$ cat src/rtl/interp_pkg.sv
// Constants and sample type shared by the input selector, sample buffer and interpolation datapath.
package interp_pkg;
    localparam int SAMPLE_W      = 14;
    localparam int TAP_N         = 4;
    localparam int DEFAULT_DEPTH = 8;

    typedef logic signed [SAMPLE_W-1:0] sample_t;
endpackage

$ cat src/rtl/interp_buffer_ctrl.sv
// Pointer, occupancy and flag control for the interpolator sample ring.
// Optional sticky dropped-write flag enabled by INTERP_SAMPLE_BUFFER_OVF_EN.
module interp_buffer_ctrl
    import interp_pkg::*;
#(
    parameter  int DEPTH = DEFAULT_DEPTH,
    localparam int PTR_W = $clog2(DEPTH),
    localparam int CNT_W = $clog2(DEPTH + 1)
) (
    input  logic             i_clk,
    input  logic             i_rst,
    input  logic             i_clear,
    input  logic             i_wr_en,
    input  logic             i_rd_adv,
    output logic             o_mem_we,
    output logic [PTR_W-1:0] o_wr_ptr,
    output logic [PTR_W-1:0] o_rd_ptr,
    output logic             o_window_valid,
    output logic             o_full,
    output logic             o_empty
`ifdef INTERP_SAMPLE_BUFFER_OVF_EN
    ,
    output logic             o_overflow
`endif
);
    localparam logic [CNT_W-1:0] TAP_CNT   = CNT_W'(TAP_N);
    localparam logic [CNT_W-1:0] DEPTH_CNT = CNT_W'(DEPTH);

    logic [PTR_W-1:0] r_wr_ptr;
    logic [PTR_W-1:0] r_rd_ptr;
    logic [CNT_W-1:0] r_count;
    logic             w_adv_ok;
    logic             w_wr_ok;

    assign w_adv_ok = i_rd_adv && (r_count >= TAP_CNT);
    // When full, a simultaneous advance frees the slot WR_PTR points at.
    assign w_wr_ok  = i_wr_en && ((r_count < DEPTH_CNT) || w_adv_ok);

    always_ff @(posedge i_clk or posedge i_rst) begin
        if (i_rst) begin
            r_wr_ptr <= '0;
            r_rd_ptr <= '0;
            r_count  <= '0;
        end else if (i_clear) begin
            r_wr_ptr <= '0;
            r_rd_ptr <= '0;
            r_count  <= '0;
        end else begin
            if (w_wr_ok)
                r_wr_ptr <= r_wr_ptr + 1'b1;
            if (w_adv_ok)
                r_rd_ptr <= r_rd_ptr + 1'b1;
            if (w_wr_ok && !w_adv_ok)
                r_count <= r_count + 1'b1;
            else if (w_adv_ok && !w_wr_ok)
                r_count <= r_count - 1'b1;
        end
    end

`ifdef INTERP_SAMPLE_BUFFER_OVF_EN
    logic r_overflow;

    // Survives CLEAR so software can see a drop that preceded a flush.
    always_ff @(posedge i_clk or posedge i_rst) begin
        if (i_rst)
            r_overflow <= 1'b0;
        else if (i_wr_en && !w_wr_ok && !i_clear)
            r_overflow <= 1'b1;
    end

    assign o_overflow = r_overflow;
`endif

    assign o_mem_we       = w_wr_ok && !i_clear;
    assign o_wr_ptr       = r_wr_ptr;
    assign o_rd_ptr       = r_rd_ptr;
    assign o_window_valid = (r_count >= TAP_CNT);
    assign o_full         = (r_count == DEPTH_CNT);
    assign o_empty        = (r_count == '0);
endmodule

$ cat src/rtl/interp_sample_buffer.sv
// Circular sample store presenting a TAP_N-sample sliding window to the interpolator.
// Optional o_overflow port enabled by INTERP_SAMPLE_BUFFER_OVF_EN.
module interp_sample_buffer
    import interp_pkg::*;
#(
    parameter  int DEPTH = DEFAULT_DEPTH,
    localparam int PTR_W = $clog2(DEPTH)
) (
    input  logic                i_clk,
    input  logic                i_rst,
    input  logic                i_clear,
    input  logic                i_wr_en,
    input  logic [SAMPLE_W-1:0] i_data_in,
    input  logic                i_rd_adv,
    output logic [SAMPLE_W-1:0] o_tap_0,
    output logic [SAMPLE_W-1:0] o_tap_1,
    output logic [SAMPLE_W-1:0] o_tap_2,
    output logic [SAMPLE_W-1:0] o_tap_3,
    output logic                o_window_valid,
    output logic                o_full,
    output logic                o_empty
`ifdef INTERP_SAMPLE_BUFFER_OVF_EN
    ,
    output logic                o_overflow
`endif
);
    logic             w_mem_we;
    logic [PTR_W-1:0] w_wr_ptr;
    logic [PTR_W-1:0] w_rd_ptr;
    sample_t          r_mem [DEPTH];
    sample_t          w_tap [TAP_N];

    interp_buffer_ctrl #(.DEPTH(DEPTH)) u_ctrl (
        .i_clk          (i_clk),
        .i_rst          (i_rst),
        .i_clear        (i_clear),
        .i_wr_en        (i_wr_en),
        .i_rd_adv       (i_rd_adv),
        .o_mem_we       (w_mem_we),
        .o_wr_ptr       (w_wr_ptr),
        .o_rd_ptr       (w_rd_ptr),
        .o_window_valid (o_window_valid),
        .o_full         (o_full),
        .o_empty        (o_empty)
`ifdef INTERP_SAMPLE_BUFFER_OVF_EN
        ,
        .o_overflow     (o_overflow)
`endif
    );

    always_ff @(posedge i_clk or posedge i_rst) begin
        if (i_rst) begin
            for (int i = 0; i < DEPTH; i++)
                r_mem[i] <= '0;
        end else if (w_mem_we) begin
            r_mem[w_wr_ptr] <= sample_t'(i_data_in);
        end
    end

    // Taps are read straight from registered state; index wraps with the pointer width.
    for (genvar k = 0; k < TAP_N; k++) begin : g_tap
        assign w_tap[k] = r_mem[w_rd_ptr + PTR_W'(k)];
    end

    assign o_tap_0 = w_tap[0];
    assign o_tap_1 = w_tap[1];
    assign o_tap_2 = w_tap[2];
    assign o_tap_3 = w_tap[3];
endmodule

$ cat config.mk
export PLATFORM = sky130hd
export DESIGN_NAME = interp_sample_buffer
export DESIGN_NICKNAME = d
export VERILOG_FILES = /design/src/rtl/interp_pkg.sv /design/src/rtl/interp_buffer_ctrl.sv /design/src/rtl/interp_sample_buffer.sv
export SDC_FILE = /design/constraint.sdc
export NUM_CORES = 1
export LEC_CHECK = 0
export ABC_AREA = 1
export BUFFER_PORTS_ARGS = -buffer_cell sky130_fd_sc_hd__buf_2
export CAP_MARGIN = 20
export CELL_PAD_IN_SITES_DETAIL_PLACEMENT = 1
export CELL_PAD_IN_SITES_GLOBAL_PLACEMENT = 2
export CORE_AREA = 2 2 151 153
export DETAILED_ROUTE_END_ITERATION = 6
export DIE_AREA = 0 0 153 155
export PLACE_DENSITY = 0.92
export SETUP_SLACK_MARGIN = 0.1
export SYNTH_ARGS = -nofsm -noshare
export SYNTH_HDL_FRONTEND = slang
export SYNTH_SLANG_ARGS = --single-unit
$ cat constraint.sdc
create_clock -name i_clk -period 5.5 [get_ports i_clk]
set_clock_uncertainty 0.15 [all_clocks]
set_input_delay 0.275 -clock i_clk [delete_from_list [all_inputs] [get_ports i_clk]]
set_output_delay 0.275 -clock i_clk [all_outputs]
set_load 0.01 [all_outputs]
==> run summary, run 1 <==
- detailed-route vias per instance: 5.24
- clock buffer depth: 2
- Clk Tree Root Cell: clkbuf_16
- number of design rule violations left after detail routing: 0
- instance count of the mapped netlist: 1195
- wire per inst: 18.3 um
- placed wire-length estimate: 18400 um
- ordered list of cells on the worst path: inv_1 > ha_2 > inv_1 > buf_4 > nand2_1 > nand3_1 > nand2_1 > buf_2
- total core area: 22200 um2
- standard-cell row count: 55
- P_int: 2780 uW
- Net Sw Frac: 45.7%
- Post-Route Setup TNS: 0 ps
- initial core utilization: 35.4%
- RSZ-0062 raised after global routing: false
- result of the run: complete, no violations
- EDFF count, synth: 0
- largest net degree at the start of global routing: 143
- final number of setup-violating endpoints: 0
- P&R area growth vs syn: 14.2%
- met2 WL: 13600 um
- number of buffers created by CTS: 17
- number of synthesis warnings: 0
- die outline area: 23700 um2
- Chip Width: 153 um
- Clock transition at path regs: 60 ps
- top layer used by detailed routing: met4
- maximum fanout encountered on the critical timing path: 86
- router iterations before antenna repair: 5
- CTS H-tree lvls: 4
- synthesized area per cell: 6.58 um2
- number of port buffers: 77
- final antenna diode count: 0
- master of the slowest instance on the critical path: ha_2
- clk sink count: 122
- Worst EP arrival: 3630 ps
- worst stage delay on the critical path: 1030 ps
- static leakage: 0.00417 uW
- final hold viol count: 0
- most frequent cells in the layout: 523 x nand2_1, 204 x o21ai_0, 121 x dfrtp_1
- number of maximum-capacitance constraint violations: 0
- share of async-settable or async-resettable flops after synthesis: 100%
- initial detailed-routing violation count: 494
- hold worst-path end: r_mem[94]$_DFFE_PP0P_
- crit path capture type: output pin
- total track usage: 24.3%
- post-detailed-route count of antenna-violating nets: 0
- FF-to-FF setup slack: 2780 ps
- maximum ir drop on the vdd rail: 0.000279 V
- post-synthesis net count: 1220
- slew margin rel.: 30.6%
- Synth Cell Area: 7860 um2
- last weighted congestion value of the routability-driven placer: 0.805
- P_sw: 2330 uW
- routed via count: 7954
- buffers and inverters on the worst path: 4
- register area share after synthesis: 38.8%
- pin slew with the least headroom to its limit: 1030 ps
- part of the total power dissipated in the clock network: 24.2%
- number of unique standard cell types used by synthesis: 34
- vias in the first global route: 8134
- depth of the worst register-to-register path: 4
- fmax: 246 MHz
- endpoint of the most critical register-to-register path: u_ctrl.o_rd_ptr[1]$_DFFE_PP0P_
- first-pass GRT wire length: 45000 um
- utilization of the core after routing: 40.4%
- power share of the combinational group: 49.3%
- worst min-delay path startpoint: i_data_in[10]
- Total Wirelength: 27800 um
- fraction of final layout cells sized beyond drive strength 1: 12.1%
- clock network latency to the later pin of the worst-skew pair: 440 ps
- Post-CTS Setup Repair Bufs: 0
- Worst Path Class, Setup: flip-flop to output pin
- overflow left after global routing: 0
- P per Cell Area: 569 nW/um2
- cells resized by post-CTS repair: 0
- DR WL met3: 1080 um
- number of antenna violations at the first check in global routing: 0
- number of nets in the layout: 1246
- cell count of the worst hold path: 3
- share of the cycle needed by the critical path after routing: 73.8%
- Critical Path Start Type: flip-flop
- number of flip-flops and latches in the synthesized netlist: 122
- floorplan die height: 155 um
- kind of cell adding the most delay to the critical path: adder cells
- ys flop type: dfrtp_1
- path category of the worst min-delay check: primary input to flip-flop
- total I/O pin count: 78
- minimum clock period after layout: 4060 ps
- hold buffers post-CTS: 3
- TritonCTS clock tree: done
- required time at the endpoint of the critical path: 5080 ps
- Reg power frac: 26.5%
- origin of the critical flop-to-flop path: u_ctrl.o_rd_ptr[0]$_DFFE_PP0P_
- number of slew-limit violations in the final report: 0
- most common library cell in the layout ignoring fill and taps: nand2_1
- met1 wire length: 12700 um
-- through the flow --
step / area, um2 / hold WS, ps / cells / setup WS, ps / total power (uW)
finish: 8970 / 9.33 / 1519 / 1440 / 5110
global route: 8970 / 28.5 / 1519 / 1170 / 5500
CTS: 8950 / 5.89 / 1518 / 1460 / 5110
detailed placement: 8280 / 363 / 1483 / 1950 / 3850
global placement: 8280 / 351 / 1483 / 2090 / 3780
floorplan: 7860 / 274 / 1195 / 1830 / 2920
-- power groups by stage --
stage | logic, uW | registers (uW) | clock network (uW)
floorplan | 1650 | 1270 | 0
global placement | 2430 | 1340 | 0
detailed placement | 2490 | 1360 | 0
CTS | 2520 | 1350 | 1250
global route | 2820 | 1390 | 1290
finish | 2520 | 1350 | 1240
-- kinds of logic after synthesis --
kind of cell | after synthesis | share of synthesized area [%]
adders and majority gates | 6 | 1.05
buffers and inverters | 193 | 10.3
DFF | 122 | 38.8
xor gates and xnor gates | 3 | 0.334
and+or+nand+nor | 632 | 33.3
AOI/OAI and AO/OA | 239 | 16.1
-- routing by layer --
metal	track usage, %	vias up
li1	-	3846
met1	31.5	3897
met2	42.0	178
met3	4.26	33
met4	6.66	0
met5	0	-
-- registers in the layout (all words and copies together) (netlist names) --
| register | count |
|---|---|
| u_ctrl.r_count | 4 |
| r_mem | 112 |
| u_ctrl.o_rd_ptr | 3 |
| u_ctrl.o_wr_ptr | 3 |
-- tightest hold or removal path: cells and delay by family --
kind | cells | cell delay [ps]
buffers and inverters | 1 | 150
AND/OR/NAND/NOR | 2 | 130
-- worst max-delay path by stage --
| stage | start | end | depth (start not counted) |
|---|---|---|---|
| 2_1_floorplan | i_rst | r_mem[0]$_DFFE_PP0P_ | 1 |
| 3_3_place_gp | u_ctrl.o_rd_ptr[0]$_DFFE_PP0P_ | o_tap_1[8] | 8 |
| 3_5_place_dp | u_ctrl.o_rd_ptr[0]$_DFFE_PP0P_ | o_tap_1[8] | 8 |
| 4_1_cts | u_ctrl.o_rd_ptr[0]$_DFFE_PP0P_ | o_tap_1[8] | 8 |
| 5_1_grt | u_ctrl.o_rd_ptr[0]$_DFFE_PP0P_ | o_tap_3[9] | 8 |
| 6_report | u_ctrl.o_rd_ptr[0]$_DFFE_PP0P_ | o_tap_1[4] | 8 |
-- area by class of cell --
cell class                 instances  area [um2]
clock buffer                      21         470
clock inverter                    11         169
multi-input combinational        880        4000
inverter                         110         415
sequential                       122        3060
timing repair buffer              90         503
tap                              285         357
fill                            2931       13300
-- Yosys cell counts, drive strengths merged (3+ instances only) --
cell | count | share of area, %
a21oi | 3 | 0.33
nor3 | 3 | 0.48
o21ai | 230 | 15
buf | 42 | 3.1
ha | 5 | 0.80
nor2 | 12 | 1.2
nand2 | 524 | 25
inv | 108 | 5.2
o22ai | 3 | 0.24
clkbuf | 41 | 2.0
nand3 | 66 | 4.4
dfrtp | 122 | 39
nand4 | 26 | 2.1
Power figures use the tool's default switching activity.
==> run 2: changes to the inputs <==
--- a/config.mk
+++ b/config.mk
@@ -5,15 +5,15 @@
 export SDC_FILE = /design/constraint.sdc
 export NUM_CORES = 1
 export LEC_CHECK = 0
-export ABC_AREA = 1
+export ABC_AREA = 0
 export BUFFER_PORTS_ARGS = -buffer_cell sky130_fd_sc_hd__buf_2
 export CAP_MARGIN = 20
 export CELL_PAD_IN_SITES_DETAIL_PLACEMENT = 1
 export CELL_PAD_IN_SITES_GLOBAL_PLACEMENT = 2
-export CORE_AREA = 2 2 151 153
+export CORE_AREA = 2 2 138 140
 export DETAILED_ROUTE_END_ITERATION = 6
-export DIE_AREA = 0 0 153 155
-export PLACE_DENSITY = 0.92
+export DIE_AREA = 0 0 140 142
+export PLACE_DENSITY = 0.85
 export SETUP_SLACK_MARGIN = 0.1
 export SYNTH_ARGS = -nofsm -noshare
 export SYNTH_HDL_FRONTEND = slang
==> constraint.sdc (replaced) <==
create_clock -name i_clk -period 4.22 [get_ports i_clk]
set_clock_uncertainty 0.15 [all_clocks]
set_input_delay 0.211 -clock i_clk [delete_from_list [all_inputs] [get_ports i_clk]]
set_output_delay 0.211 -clock i_clk [all_outputs]
set_load 0.01 [all_outputs]
==> run summary, run 2 <==
- result of the run: complete, but fails checks
- violations in the final reports: DRC
- largest register by flop count: r_mem
- largest net degree at the start of global routing: 49, -66%
- register area: 3060 um2, about the same
- fill cell instance count of the final layout: 1905, -35%
- path category of the worst min-delay check: primary input to flip-flop
- minimum clock period after layout: 3400 ps
- most frequent cells in the layout: 196 x mux2_2, 120 x dfrtp_1, 77 x buf_2
- number of synthesis warnings: 0, unchanged
- area of placed instances: 8010 um2, -3.3%
- Total Wirelength: 19900 um, -29%
- FF-to-FF setup slack: 1520 ps, -1260 ps
- standard-cell row count: 50, -9.1%
- die outline area: 19900 um2, -16%
- register area share after synthesis: 41.2%, +2.3 points
- most common library cell in the layout ignoring fill and taps: mux2_2
- first-pass GRT wire length: 31600 um, -30%
- Clock transition at path regs: 50 ps, about the same
- Post-Route Setup TNS: 0 ps, unchanged
- hold buffers post-CTS: 15, +12
- routed via count: 5046, -37%
- vias in the first global route: 5543, -32%
- floorplan die height: 142 um, -8.4%
- P per Cell Area: 646 nW/um2, +13%
- final number of setup-violating endpoints: 0, unchanged
- maximum ir drop on the vdd rail: 0.000367 V, +32%
- total I/O pin count: 78, unchanged
- final hold viol count: 0, unchanged
- Yosys top cell area share: 41.2%, +2.3 points
- last weighted congestion value of the routability-driven placer: 0.801, -0.48%
- post-synthesis net count: 591, -52%
- total core area: 18500 um2, -17%
- wire per inst: 22.1 um, +21%
- slew margin rel.: 24.3%, -6.3 points
- synthesized area per cell: 13.1 um2, +99%
- Worst Path Class, Setup: flip-flop to output pin
- most instantiated cells after synthesis: 196 x mux2_2, 122 x dfrtp_1, 37 x nand2_1, 36 x mux4_2, 31 x o21ai_0
- CTS H-tree lvls: 4, unchanged
- clock buffer depth: 2, unchanged
- number of port buffers: 77, unchanged
- max reg flops: 112, unchanged
- cell taking the most area after synthesis: dfrtp_1
- crit path capture type: output pin
- post-detailed-route count of antenna-violating nets: 0, unchanged
- Reg power frac: 30.7%, +4.2 points
- multi-input gate area in the final layout: 4150 um2, +3.6%
- cells resized by post-CTS repair: 0, unchanged
- fraction of final layout cells sized beyond drive strength 1: 54.1%, +42 points
- number of nets in the layout: 677, -46%
- share of the cycle needed by the critical path after routing: 80.6%
- P_sw: 1970 uW, -15%
- part of the total power dissipated in the clock network: 24.6%, +0.4 points
- clock network latency to the later pin of the worst-skew pair: 420 ps, -20 ps
- number of antenna violations at the first check in global routing: 0, unchanged
- initial detailed-routing violation count: 189, -62%
- instance count of the mapped netlist: 566, -53%
- overflow left after global routing: 0, unchanged
- RSZ-0062 raised after global routing: false
- Post-CTS Setup Repair Bufs: 0, unchanged
- static leakage: 0.00396 uW, -5.2%
- router iterations before antenna repair: 7, +2
- power share of the combinational group: 44.7%, -4.6 points
- number of flip-flops and latches in the synthesized netlist: 122, unchanged
- P&R area growth vs syn: 17.8%
- share of async-settable or async-resettable flops after synthesis: 100%, unchanged
- number of buffers created by CTS: 17, unchanged
- Clk Tree Root Cell: clkbuf_16
- most common cell in the synthesized netlist: mux2_2
- EDFF count, synth: 0, unchanged
- largest registers: r_mem: 112 flops, u_ctrl.r_count: 4 flops
- initial core utilization: 40.2%, +4.8 points
- pin slew with the least headroom to its limit: 1140 ps, +101 ps
- Worst EP arrival: 3040 ps, -590 ps
- number of unique standard cell types used by synthesis: 35, +2.9%
- required time at the endpoint of the critical path: 3860 ps, -1220 ps
- Net Sw Frac: 35.0%, -11 points
- number of design rule violations left after detail routing: 2, +2
- ys flop type: dfrtp_1
- placed wire-length estimate: 13200 um, -28%
- Synth Cell Area: 7410 um2, -5.7%
- Chip Width: 140 um, -8.5%
- Critical Path Start Type: flip-flop
- TritonCTS clock tree: done
- fmax: 294 MHz
- maximum fanout encountered on the critical timing path: 34, -60%
- number of maximum-capacitance constraint violations: 0, unchanged
- clk sink count: 122, unchanged
- P_int: 3660 uW, +32%
- total track usage: 21.0%, -3.3 points
- final antenna diode count: 0, unchanged
- final non-filler cell area: 8730 um2, -2.7%
- detailed-route vias per instance: 5.61, +7.2%
- number of slew-limit violations in the final report: 0, unchanged
- most area-consuming cells after synthesis: dfrtp_1 41%, mux2_2 30%, mux4_2 11%
[run 2: cell count changes after synthesis, sizes merged, moves of 17 or more]
| cell | delta |
|---|---|
| mux4 | +42 |
| clkbuf | -27 |
| buf | -17 |
| mux2 | +196 |
| nand3 | -64 |
| o21ai | -199 |
| inv | -101 |
| nand4 | -26 |
| nand2 | -487 |
[run 2: per-stage QoR]
stage / hold WS [ps] / power [uW] / worst slack (ps) / util (%) / cells
after floorplan: 212 / 3400 / 616 / - / 566
after global placement: 135 / 4150 / 1270 / 43.4 / 851
after detailed placement: 146 / 4250 / 1220 / 43.4 / 851
after CTS: 7.45 / 5680 / 777 / 47.2 / 898
after global routing: 43.5 / 5960 / 610 / 47.3 / 899
final: 36.7 / 5630 / 818 / 47.3 / 899
[run 2: layer usage]
layer	wire length [um]	share of wire (%)	global-route usage, %	vias up
li1	-	-	-	2279
met1	8980	45	27.3	2644
met2	9980	50	35.4	91
met3	505	2.5	3.60	32
met4	406	2.0	7.76	0
met5	0	0	0	-
[run 2: cells by family after synthesis]
group           Yosys count  share of synthesized area, %
flops                   122                          41.2
mux                     254                          45.0
simple gates             77                          4.93
buf+inv                  46                          2.97
fa+ha+maj                 6                          1.11
xor+xnor                  8                          1.05
compound gates           53                          3.73
[run 2: worst paths after layout]
check,from,end,cells after the start
hold reg to reg,r_mem[105]$_DFFE_PP0P_,r_mem[105]$_DFFE_PP0P_,1
max in group asynchronous,i_rst,r_mem[102]$_DFFE_PP0P_,4
hold / removal,i_data_in[12],r_mem[40]$_DFFE_PP0P_,2
min in group asynchronous,i_rst,r_mem[98]$_DFFE_PP0P_,3
setup / recovery,u_ctrl.o_rd_ptr[0]$_DFFE_PP0P_,o_tap_1[0],5
setup reg to reg,u_ctrl.r_count[3]$_DFFE_PP0P_,r_mem[36]$_DFFE_PP0P_,5
[run 2: worst max-delay path: stages (launching register included)]
cell and delay, ps:
dfrtp_4 720, inv_1 90, ha_1 960, buf_4 360, mux4_2 330, buf_2 160
[run 2: final cells by class]
cell class	instances	area share [%]
clock buffer	23	5.25
clock inverter	9	1.12
inverter	7	0.330
multi-input combinational	398	47.5
sequential	122	35.0
tap	234	3.35
timing repair buffer	106	7.43
[run 2: power by group through the flow]
stage | clock (uW) | combinational, uW | sequential (uW)
2_1_floorplan | 0 | 1790 | 1610
3_3_place_gp | 0 | 2450 | 1700
3_5_place_dp | 0 | 2510 | 1740
4_1_cts | 1410 | 2540 | 1730
5_1_grt | 1470 | 2720 | 1770
6_report | 1390 | 2520 | 1730
